**src/rtl/imem_loader.sv**
```systemverilog
// imem_loader: streams bytes from an upstream byte channel into instruction
// memory while holding the CPU in reset. Bytes are packed little-endian into
// 32-bit words. Each complete word gets a one-cycle write strobe at the next
// word-aligned address. The CPU is released once the requested number of
// words has been written.
//
// Optional build macro IMEM_LOADER_CHECKSUM_EN: after the last word, one
// trailer byte is accepted and compared to the 8-bit sum of all data bytes.
// A match releases the CPU. A mismatch enters an error state, which keeps the
// CPU in reset until a new start or reset.
//
// Parameters:
//   DEPTH_WORDS - instruction-memory capacity in 32-bit words
//   LEN_W       - width of load_len, wide enough to hold DEPTH_WORDS
// Ports:
//   clk        - clock, rising edge
//   reset      - asynchronous active-high reset
//   start      - one-cycle load request (honoured in IDLE/DONE/ERR)
//   load_len   - words to load, clamped to DEPTH_WORDS, latched on start
//   byte_valid - upstream byte strobe
//   byte_data  - upstream byte payload
//   byte_ready - loader accepts byte_data this cycle
//   imem_we    - instruction-memory write strobe
//   imem_addr  - word-aligned byte address of the write
//   imem_wdata - assembled instruction word
//   cpu_reset  - holds the CPU in reset while high
//   busy       - a load is in progress
//   done       - load complete, CPU released
//   error      - checksum mismatch (tied low without the checksum build)
module imem_loader #(
    parameter int DEPTH_WORDS = 256,
    parameter int LEN_W       = 9
) (
    input  logic             clk,
    input  logic             reset,
    input  logic             start,
    input  logic [LEN_W-1:0] load_len,
    input  logic             byte_valid,
    input  logic [7:0]       byte_data,
    output logic             byte_ready,
    output logic             imem_we,
    output logic [31:0]      imem_addr,
    output logic [31:0]      imem_wdata,
    output logic             cpu_reset,
    output logic             busy,
    output logic             done,
    output logic             error
);

    typedef enum logic [2:0] {IDLE, LOAD, WRITE, CHECK, DONE, ERR} state_t;

    state_t           state, state_nxt;
    logic [LEN_W-1:0] len;
    logic [LEN_W-1:0] word_idx;
    logic [LEN_W-1:0] word_nxt;
    logic [LEN_W-1:0] len_clamped;
    logic [1:0]       byte_idx;
    logic [23:0]      pack;
    logic             accept;
`ifdef IMEM_LOADER_CHECKSUM_EN
    logic [7:0]       csum;
`endif

    always_ff @(posedge clk or posedge reset) begin
        if (reset) state <= IDLE;
        else       state <= state_nxt;
    end

    always_comb begin
        state_nxt   = state;
        word_nxt    = word_idx + LEN_W'(1);
        len_clamped = (load_len > LEN_W'(DEPTH_WORDS)) ? LEN_W'(DEPTH_WORDS) : load_len;
        byte_ready  = (state == LOAD) || (state == CHECK);
        accept      = byte_valid && byte_ready;
        imem_we     = (state == WRITE);
        busy        = (state == LOAD) || (state == WRITE) || (state == CHECK);
        done        = (state == DONE);
        cpu_reset   = (state != DONE);
`ifdef IMEM_LOADER_CHECKSUM_EN
        error       = (state == ERR);
`else
        error       = 1'b0;
`endif
        case (state)
            IDLE, DONE, ERR: begin
                if (start) state_nxt = (load_len == '0) ? DONE : LOAD;
            end
            LOAD: begin
                if (accept && byte_idx == 2'd3) state_nxt = WRITE;
            end
            WRITE: begin
`ifdef IMEM_LOADER_CHECKSUM_EN
                state_nxt = (word_nxt == len) ? CHECK : LOAD;
`else
                state_nxt = (word_nxt == len) ? DONE : LOAD;
`endif
            end
`ifdef IMEM_LOADER_CHECKSUM_EN
            CHECK: begin
                if (accept) state_nxt = (byte_data == csum) ? DONE : ERR;
            end
`endif
            default: state_nxt = IDLE;
        endcase
    end

    // The write address/data registers are loaded together with the 4th byte.
    // They are valid during WRITE and keep their values afterwards.
    always_ff @(posedge clk or posedge reset) begin
        if (reset) begin
            len        <= '0;
            word_idx   <= '0;
            byte_idx   <= '0;
            pack       <= '0;
            imem_addr  <= '0;
            imem_wdata <= '0;
`ifdef IMEM_LOADER_CHECKSUM_EN
            csum       <= '0;
`endif
        end else begin
            case (state)
                IDLE, DONE, ERR: begin
                    if (start) begin
                        len      <= len_clamped;
                        word_idx <= '0;
                        byte_idx <= '0;
`ifdef IMEM_LOADER_CHECKSUM_EN
                        csum     <= '0;
`endif
                    end
                end
                LOAD: begin
                    if (accept) begin
                        byte_idx <= byte_idx + 2'd1;
`ifdef IMEM_LOADER_CHECKSUM_EN
                        csum     <= csum + byte_data;
`endif
                        case (byte_idx)
                            2'd0: pack[7:0]   <= byte_data;
                            2'd1: pack[15:8]  <= byte_data;
                            2'd2: pack[23:16] <= byte_data;
                            default: begin
                                imem_wdata <= {byte_data, pack};
                                imem_addr  <= 32'({word_idx, 2'b00});
                            end
                        endcase
                    end
                end
                WRITE: word_idx <= word_nxt;
                default: ;
            endcase
        end
    end

endmodule

```
**config.mk**
```make
export PLATFORM = sky130hd
export DESIGN_NAME = imem_loader
export DESIGN_NICKNAME = d
export VERILOG_FILES = /design/src/rtl/imem_loader.sv
export SDC_FILE = /design/constraint.sdc
export NUM_CORES = 1
export LEC_CHECK = 0
export BUFFER_PORTS_ARGS = -buffer_cell sky130_fd_sc_hd__buf_2
export CAP_MARGIN = 30
export CORE_ASPECT_RATIO = 0.7
export CORE_MARGIN = 4
export CORE_UTILIZATION = 58
export CTS_CLUSTER_SIZE = 30
export DETAILED_ROUTE_END_ITERATION = 8
export GPL_ROUTABILITY_DRIVEN = 0
export PLACE_DENSITY = 0.87
export SLEW_MARGIN = 5
export SYNTH_ARGS = -nofsm -noshare
export SYNTH_HDL_FRONTEND = slang
export SYNTH_SLANG_ARGS = --single-unit
```
**constraint.sdc**
```tcl
create_clock -name clk -period 8.08 [get_ports clk]
set_clock_uncertainty 0.2 [all_clocks]
set_input_delay 1.212 -clock clk [delete_from_list [all_inputs] [get_ports clk]]
set_output_delay 1.212 -clock clk [all_outputs]
set_load 0.005 [all_outputs]
```
# Yosys cells after proc, flatten, opt, wreduce, memory -nomap -nowiden
# Cells that the tools add are included.
# word_totals
word_cells	57
inputBits	21
register_bits	88
output_inout_bits	70
# classes
eq_ne	13
bitwise_logic	1
reduce_logical	20
mux	11
n_lt_le_gt_ge	1
n_addsub	2
# ops
op	n
$mux W9	2
$pmux W9 S2	1
$reduce_and A3 Y1	5
$mux W3	4
$add A9 B1 Y9 const B	1
$eq A9 B9 Y1	1
$gt A9 B9 Y1 const B	1
$logic_not A9 Y1	1
$pmux W3 S3	1
$eq A3 B2 Y1 const B	2
$eq A3 B3 Y1 const B	2
$reduce_and A2 Y1	3
$reduce_or A3 Y1	2
$eq A2 B2 Y1 const B	2
$mux W2	2
$ne A2 B2 Y1 const B	2
$pmux W2 S2	1
$reduce_bool A2 Y1	2
$eq A3 B1 Y1 const B	1
$logic_not A3 Y1	1
$logic_or A1 B1 Y1	3
$ne A3 B3 Y1 const B	1
$add A2 B1 Y2 const B	1
$eq A2 B1 Y1 const B	1
other kinds (4)	5

# Logic depth before layout (Yosys ltp)
# Gate-level depths: netlist of run 1.
# logic_depth
ltp_word	6
mapped_depth	8
mapped_depth_nobuf	7

# Worst setup path after synthesis of run 1
# No wires, ideal clock.
# synth_timing
path_kind	input-to-reg
from	input byte_valid
to	register imem_addr[5]
required_ps	7755
cell_stages	6
arrival_ps	2233
path_slack_ps	5522
n_path_buf	2
setup_ps	125
path_cell_list	nor2b_1 and2_1 buf_2 nand2_2 buf_4 mux2_2
# synth_via
elab_chain_cells	2
# synth_rtl
item	line	source
start: declaration	38	input logic byte_valid,
$logic_and A1 B1 Y1	74	accept = byte_valid && byte_ready;
$reduce_and A3 Y1 (no line)	n/a	
end signal: assignment	144	imem_addr <= 32'({word_idx, 2'b00});
end: declaration	42	output logic [31:0] imem_addr,
# No other way between the ends.
# A chain may end at the register's enable or synchronous reset.

# Worst setup path in the final report of run 1
# layout_timing
from	register state[1]
to	output imem_we
# layout_via
elab_chain_cells	1
# layout_rtl
item	line	source
start: declaration	52	state_t state, state_nxt;
start signal: assignment	66	else state <= state_nxt;
$eq A3 B2 Y1	75	imem_we = (state == WRITE);
end: declaration	41	output logic imem_we,
# No other way between the ends.

==> metrics.md, run 1 <==
| Metric | Value |
|---|---|
| Run status | finished clean |
| Clock power frac | between 20% and 30% |
| Worst Hold Depth | 1 |
| FP Rows | 24 |
| Smallest hold slack | just under 0.3 ns |
| Clock Tree Root | clkbuf_8 |
| Post-DP HPWL | 5590 um |
| Top-Level Pins | 91 |
| Max_cap viols | 0 |
| Syn. warnings | 0 |
| Critical Path End Type | output pin |
| Via Count | 2590 |
| CTS buffer count | 9 |
| Crit share post-route | just over 40% |
| Max-slew violations | 0 |
| Hold Path Class | register to register |
| Post-synthesis mux area share | a little under a fifth |
| Buf/Inv on CP | 2 |
| # clock sinks | 88 |
| GRT Total Usage | between 20% and 30% |
| Pwr dens | 333.2 nW/um^2 |
| Clock Latency Late Sink | 0.36 ns |
| Setup crit start kind | register |
| DRT iter0 DRCs | 162 |
| TritonRoute pass-1 iters | 4 |
| Area grow syn2layout | 14.99% |
| Critical Path Max Stage Delay | ~0.48 ns |
| Sum of negative setup slack | 0 ns |
| Sw frac | between 20 and 30% |
| Reg-to-Reg End | word_idx[8] |
| Hold buffer count at CTS | 0 |
| #FFs+latches synth | around 90 |
| Largest family of logic cells by synthesized area | multiplexers |
| Count of cell types in the netlist | 38 |
| Total power | around 0.0015 W |
| Relative slew slack | 64.45% |
| N_diodes | 0 |
| Mean routed wirelength per cell | between 15 and 20 um |
| CP max FO | 12 |
| Worst-path clk slew | around 0.08 ns |
| Vias per Instance | 5.329 |
| Worst EP arrival | between 1.5 and 2 ns |
| Clock buffer depth | 2 |
| Remaining routing DRC violations | 0 |
| Req. time, crit path | 6.67 ns |
| Post-synthesis simple-gate area fraction | under 10% |
| Flop pwr share | 46.9% |
| Clock H-tree levels | 3 |
| Setup crit start | state[1] |
| Adder and majority cell fraction of the synthesized area | 1.575% |
| Measured slew at the worst slew-check pin | ~0.53 ns |
| Worst reg2reg path startpoint | state[1] |
| Syn Inst Count | 322 |
| Pint | roughly 0.0011 W |
| Max IR drop VDD | 218.9 uV |
| Drt total wl | 7808 um |
| Critical Path Sink | imem_we |
| CTS tree | yes |
| Final hold violations | 0 |
| Die footprint | 8258 sq um |
| R2R depth | 5 |
| Leak | ~2.3 nW |
| Largest net degree at the start of global routing | 70 |
| Compound-Gate Fraction of Synth Area | 4.756% |
| Resized cells post-CTS | 0 |
| Total setup buffers inserted after CTS | 0 |
| Post-synthesis xor/xnor area fraction | 3.087% |
| Mean Syn Cell Area | 12.34 sq um |
| Die Span Y | roughly 77 um |
| F_max | 300.0 MHz |
| Initial Util | between 60% and 70% |
| Reg-to-reg setup timing slack | 5.65 ns |
| Worst path cell trace | nand3_1 > clkinv_1 > buf_2 |
| Number of global-route vias before repair | around 2.6k |
| Gr ovfl total | 0 |
| Crit Path Class | register to output pin |
| P_sw | 0.0004556 W |
| Die X | 106.9 um |
| Slowest cell on crit path | dfrtp_1 |
| Port bufs | 66 |
| RSZ-0062 raised after global routing | no |
| Sequential-to-total area share from yosys stat | between 50% and 60% |
| Final net count | 416 |
| Final setup violation count | 0 |
| Share of layout cells above drive strength 1 | 37.72% |
| Post-Syn Area | roughly 4000 sq um |
| WP depth | 3 |
| Final ANT Viol Nets | 0 |
| Core Box Area | 6426 sq um |
| Minimum clock period | about 3.3 ns |
| Initial antenna violation count | 0 |
| Family with the most delay on the worst path | buffers and inverters |
| Global-route wire length before repair | 13240 um |
| Combinational fraction of design power | 29.1% |
-- registers in the layout (all words and copies together) (netlist names) --
register / flops
byte_idx: 2
imem_addr: 9
imem_wdata: 32
len: 9
pack: 24
state: 3
word_idx: 9
-- per-stage QoR --
| step | setup WS, ns | instances | area [sq um] | utilization (%) |
|---|---|---|---|---|
| 6_report | 4.747 | 486 | 4568 | 71.09 |
| 5_1_grt | 4.615 | 486 | 4568 | 71.09 |
| 4_1_cts | 4.746 | 485 | 4548 | 70.77 |
| 3_5_place_dp | 4.827 | 469 | 4304 | 66.98 |
| 3_3_place_gp | 4.898 | 468 | 4277 | 66.55 |
| 2_1_floorplan | 4.389 | 345 | 4059 | - |
-- per-layer routing --
metal	share of wire (%)	routed length, um	vias to the layer above	track usage [%]
met5	0	0	-	0
met4	1.4	107	0	7.791
met2	47	3654	93	31.78
met1	44	3459	1290	27.68
met3	7.5	586	9	6.628
li1	-	-	1198	-
-- layout by cell type (no fill, tap or decap), types with 3 or more instances in the layout --
cell type  instances
nand3b_1           8
and2_1             3
clkbuf_8           9
nand3_1            5
nor2_1            12
dfrtp_1           88
nand2_1           29
nor3_1             3
mux2_2            61
inv_1              7
ha_1               5
nand4_1            4
bufinv_16          3
xnor2_1            8
buf_2             66
conb_1            24
xor2_1             6
mux2_1             4
a211o_1            3
o21ai_0           13
-- power groups by stage --
stage               Clock, W  Sequential (W)  Combinational [W]
floorplan                  0        0.000701           0.000298
global placement           0        0.000708           0.000422
detailed placement         0        0.000722           0.000446
CTS                 0.000370        0.000715           0.000450
global route        0.000394        0.000736           0.000493
finish              0.000364        0.000715           0.000443
-- logic make-up (layout without fill, tap and decap cells) --
| family | Yosys count | count (layout) |
|---|---|---|
| simple gates | 74 | 74 |
| mux | 66 | 66 |
| flops | 88 | 88 |
| buf+inv | 45 | 95 |
| compound gates | 29 | 29 |
| other cells | 1 | 24 |
| fa+ha+maj | 5 | 5 |
| xor+xnor | 14 | 14 |
-- worst reg2reg max path, delay by kind of cell, from the launching register on --
family	cells	cell delay, ns
buffers and inverters	1	0.40
AND/OR/NAND/NOR	2	0.97
flip-flops	1	0.48
AO/OA/AOI/OAI	2	0.28
-- synthesized netlist by cell type --
| library cell | count | area (sq um) |
|---|---|---|
| a211o_1 | 3 | 26.28 |
| a211oi_1 | 1 | 7.510 |
| a21o_1 | 2 | 15.01 |
| a21oi_1 | 2 | 10.01 |
| a22o_1 | 1 | 8.760 |
| a2bb2oi_1 | 1 | 8.760 |
| and2_1 | 3 | 18.77 |
| and3_1 | 1 | 6.260 |
| and3b_1 | 1 | 8.760 |
| and4_1 | 1 | 8.760 |
| buf_2 | 2 | 10.01 |
| buf_4 | 28 | 210.2 |
| clkbuf_1 | 6 | 22.52 |
| clkinv_1 | 1 | 3.750 |
| conb_1 | 1 | 3.750 |
| dfrtp_1 | 88 | 2202 |
| ha_1 | 5 | 62.56 |
| inv_1 | 8 | 30.03 |
| mux2_1 | 4 | 45.04 |
| mux2_2 | 61 | 686.9 |
| mux2i_1 | 1 | 10.01 |
| nand2_1 | 29 | 108.9 |
| nand2_2 | 1 | 6.260 |
| nand3_1 | 5 | 25.02 |
| nand3b_1 | 8 | 60.06 |
| nand4_1 | 4 | 25.02 |
| nor2_1 | 12 | 45.04 |
| nor2b_1 | 2 | 12.51 |
| nor3_1 | 3 | 15.01 |
| nor3b_1 | 2 | 15.01 |
| nor4_1 | 1 | 6.260 |
| nor4_2 | 1 | 12.51 |
| o211ai_1 | 2 | 15.01 |
| o21ai_0 | 13 | 65.06 |
| o31ai_1 | 2 | 15.01 |
| o41ai_1 | 2 | 17.52 |
| xnor2_1 | 8 | 70.07 |
| xor2_1 | 6 | 52.55 |
-- how the worst min path moves through the flow --
stage,end,start
2_1_floorplan,imem_wdata[17],pack[17]
3_3_place_gp,imem_wdata[17],pack[17]
3_5_place_dp,imem_wdata[18],pack[18]
4_1_cts,imem_wdata[18],imem_wdata[18]
5_1_grt,imem_wdata[17],pack[17]
6_report,imem_addr[8],imem_addr[8]
-- cell type report --
cell class	count	area [sq um]
fill	447	1858
clock inverter	6	116.4
tap	91	113.9
multi-input combinational	212	1580
clock buffer	10	127.6
inverter	9	35.03
timing repair buffer	70	392.9
sequential	88	2202
No activity file was read; power rests on OpenSTA's default activity.
==> inputs of run 2 (changes only) <==
--- a/config.mk
+++ b/config.mk
@@ -9,11 +9,11 @@
 export CAP_MARGIN = 30
 export CORE_ASPECT_RATIO = 0.7
 export CORE_MARGIN = 4
-export CORE_UTILIZATION = 58
+export CORE_UTILIZATION = 48
 export CTS_CLUSTER_SIZE = 30
 export DETAILED_ROUTE_END_ITERATION = 8
 export GPL_ROUTABILITY_DRIVEN = 0
-export PLACE_DENSITY = 0.87
+export PLACE_DENSITY = 0.77
 export SLEW_MARGIN = 5
 export SYNTH_ARGS = -nofsm -noshare
 export SYNTH_HDL_FRONTEND = slang
==> constraint.sdc (replaced) <==
create_clock -name clk -period 2.8 [get_ports clk]
set_clock_uncertainty 0.2 [all_clocks]
set_input_delay 0.42 -clock clk [delete_from_list [all_inputs] [get_ports clk]]
set_output_delay 0.42 -clock clk [all_outputs]
set_load 0.005 [all_outputs]
==> metrics.md, run 2 (synthesized netlist as in run 1, its figures left out) <==
| Metric | Value |
|---|---|
| Port bufs | 66 |
| Max_cap viols | 0 |
| F_max | 471.4 MHz |
| Run status | finished clean |
| Biggest regs | imem_wdata: 32 flops, pack: 24 flops |
| Hold buffer count at CTS | 0 |
| Setup crit start kind | register |
| Sum of negative setup slack | 0 ns |
| CTS buffer count | 9 |
| Area grow syn2layout | 16.72% |
| Largest net degree at the start of global routing | 89 |
| Filler Cell Count | between 600 and 700 |
| Finished Layout Cells | 497 |
| Die Span Y | 84.12 um |
| Crit share post-route | 75.76% |
| Most frequent cells in the layout | 88 x dfrtp_1, 66 x buf_2, 61 x mux2_2 |
| Clock buffer depth | 2 |
| FP Rows | 27 |
| Req. time, crit path | 2.18 ns |
| Worst EP arrival | approximately 1.5 ns |
| Final hold violations | 0 |
| Via Count | 2523 |
| Final setup violation count | 0 |
| Relative slew slack | 62.26% |
| Max IR drop VDD | 333.5 uV |
| Area of the multi-input gates | about 1600 sq um |
| Final ANT Viol Nets | 0 |
| Remaining routing DRC violations | 0 |
| Largest Register | imem_wdata |
| Final net count | 418 |
| Max-slew violations | 0 |
| Critical Path End Type | output pin |
| Worst-path clk slew | 0.06 ns |
| Crit Path Class | register to output pin |
| Mean routed wirelength per cell | 15.45 um |
| R2R depth | 6 |
| Gr ovfl total | 0 |
| Cells after DPL | 482 |
| Register area | between 2000 and 2500 sq um |
| Worst reg2reg path startpoint | word_idx[0] |
| TritonRoute pass-1 iters | 4 |
| Initial Util | 49.83% |
| Reg-to-Reg End | state[0] |
| Resized cells post-CTS | 0 |
| Most common cell after layout, fill and taps aside | dfrtp_1 |
| DRT iter0 DRCs | 80 |
| Initial antenna violation count | 0 |
| Number of global-route vias before repair | ~2.6k |
| Global-route wire length before repair | 12790 um |
| Core Box Area | 7973 sq um |
| Measured slew at the worst slew-check pin | between 0.5 and 0.6 ns |
| Share of layout cells above drive strength 1 | 37.63% |
| N_diodes | 0 |
| # clock sinks | 88 |
| Minimum clock period | 2.121 ns |
| Total setup buffers inserted after CTS | 0 |
| GRT Total Usage | 16.62% |
| Max reg flops | 32 |
| CTS tree | yes |
| Clock Tree Root | clkbuf_16 |
| Die footprint | 9819 sq um |
| Pwr dens | about 980 nW/um^2 |
| Clock H-tree levels | 3 |
| RSZ-0062 raised after global routing | no |
| CP max FO | 12 |
| Post-DP HPWL | 5341 um |
| Die X | 116.7 um |
| Leak | about 2.4 nW |
| Reg-to-reg setup timing slack | 0.69 ns |
| Top-Level Pins | 91 |
| Clock Latency Late Sink | between 0.3 and 0.4 ns |
| Drt total wl | 7681 um |
| Vias per Instance | 5.076 |
| Hold Path Class | input pin to asynchronous set/reset pin |
run 2: cell count changes in the layout (fill, tap and decap cells not counted), sizes merged:
cell / delta
buf: +2
bufinv: -1
clkbuf: +1
clkinv: -1
clkinvlp: +1
inv: -1
run 2: worst max-delay path by stage:
stage           startpoint        to  slack (ns)  cells past startpoint
6_report          state[1]   imem_we        0.68                      5
5_1_grt        word_idx[0]  state[0]        0.52                      6
4_1_cts           state[1]   imem_we        0.68                      5
3_5_place_dp   word_idx[0]  state[0]        0.72                      6
3_3_place_gp   word_idx[0]  state[0]        0.79                      6
2_1_floorplan  word_idx[0]  state[0]        0.94                      6
run 2: layout make-up:
type	count	area share, %
sequential	88	47.49
multi-input combinational	212	34.08
clock inverter	4	1.511
timing repair buffer	72	8.365
clock buffer	11	5.019
tap	101	2.725
inverter	9	0.8095
run 2: per-stage QoR:
stage               setup WS (ns)  util, %  total power (W)  instance area [sq um]  hold slack [ns]
floorplan                  0.9444        -         0.002882                   4063           0.2522
global placement           0.7894    54.36         0.003282                   4334           0.2630
detailed placement         0.7209    54.36         0.003356                   4334           0.2763
CTS                        0.6767    58.16         0.004614                   4637          0.04081
global route               0.5170    58.16         0.004861                   4637          0.03563
finish                     0.6786    58.16         0.004554                   4637         0.003583
run 2: worst max-delay path, stage by stage (launching register included):
cell,delay [ns]
dfrtp_1,0.46
nand3_1,0.12
buf_4,0.19
clkinv_1,0.10
buf_4,0.17
buf_2,0.13
run 2: per-layer routing:
| metal | global-route usage [%] | up-vias | wire (um) |
|---|---|---|---|
| met3 | 4.348 | 5 | 475 |
| met2 | 24.94 | 77 | 3474 |
| met5 | 0 | - | 0 |
| li1 | - | 1199 | - |
| met4 | 6.042 | 0 | 83 |
| met1 | 23.32 | 1242 | 3648 |
run 2: power breakdown:
| part | internal (W) | leakage (nW) | switching (W) |
|---|---|---|---|
| logic | 0.000711 | 1.10 | 0.000561 |
| clock network | 0.000774 | 0.149 | 0.000456 |
| registers | 0.00177 | 1.12 | 0.000285 |
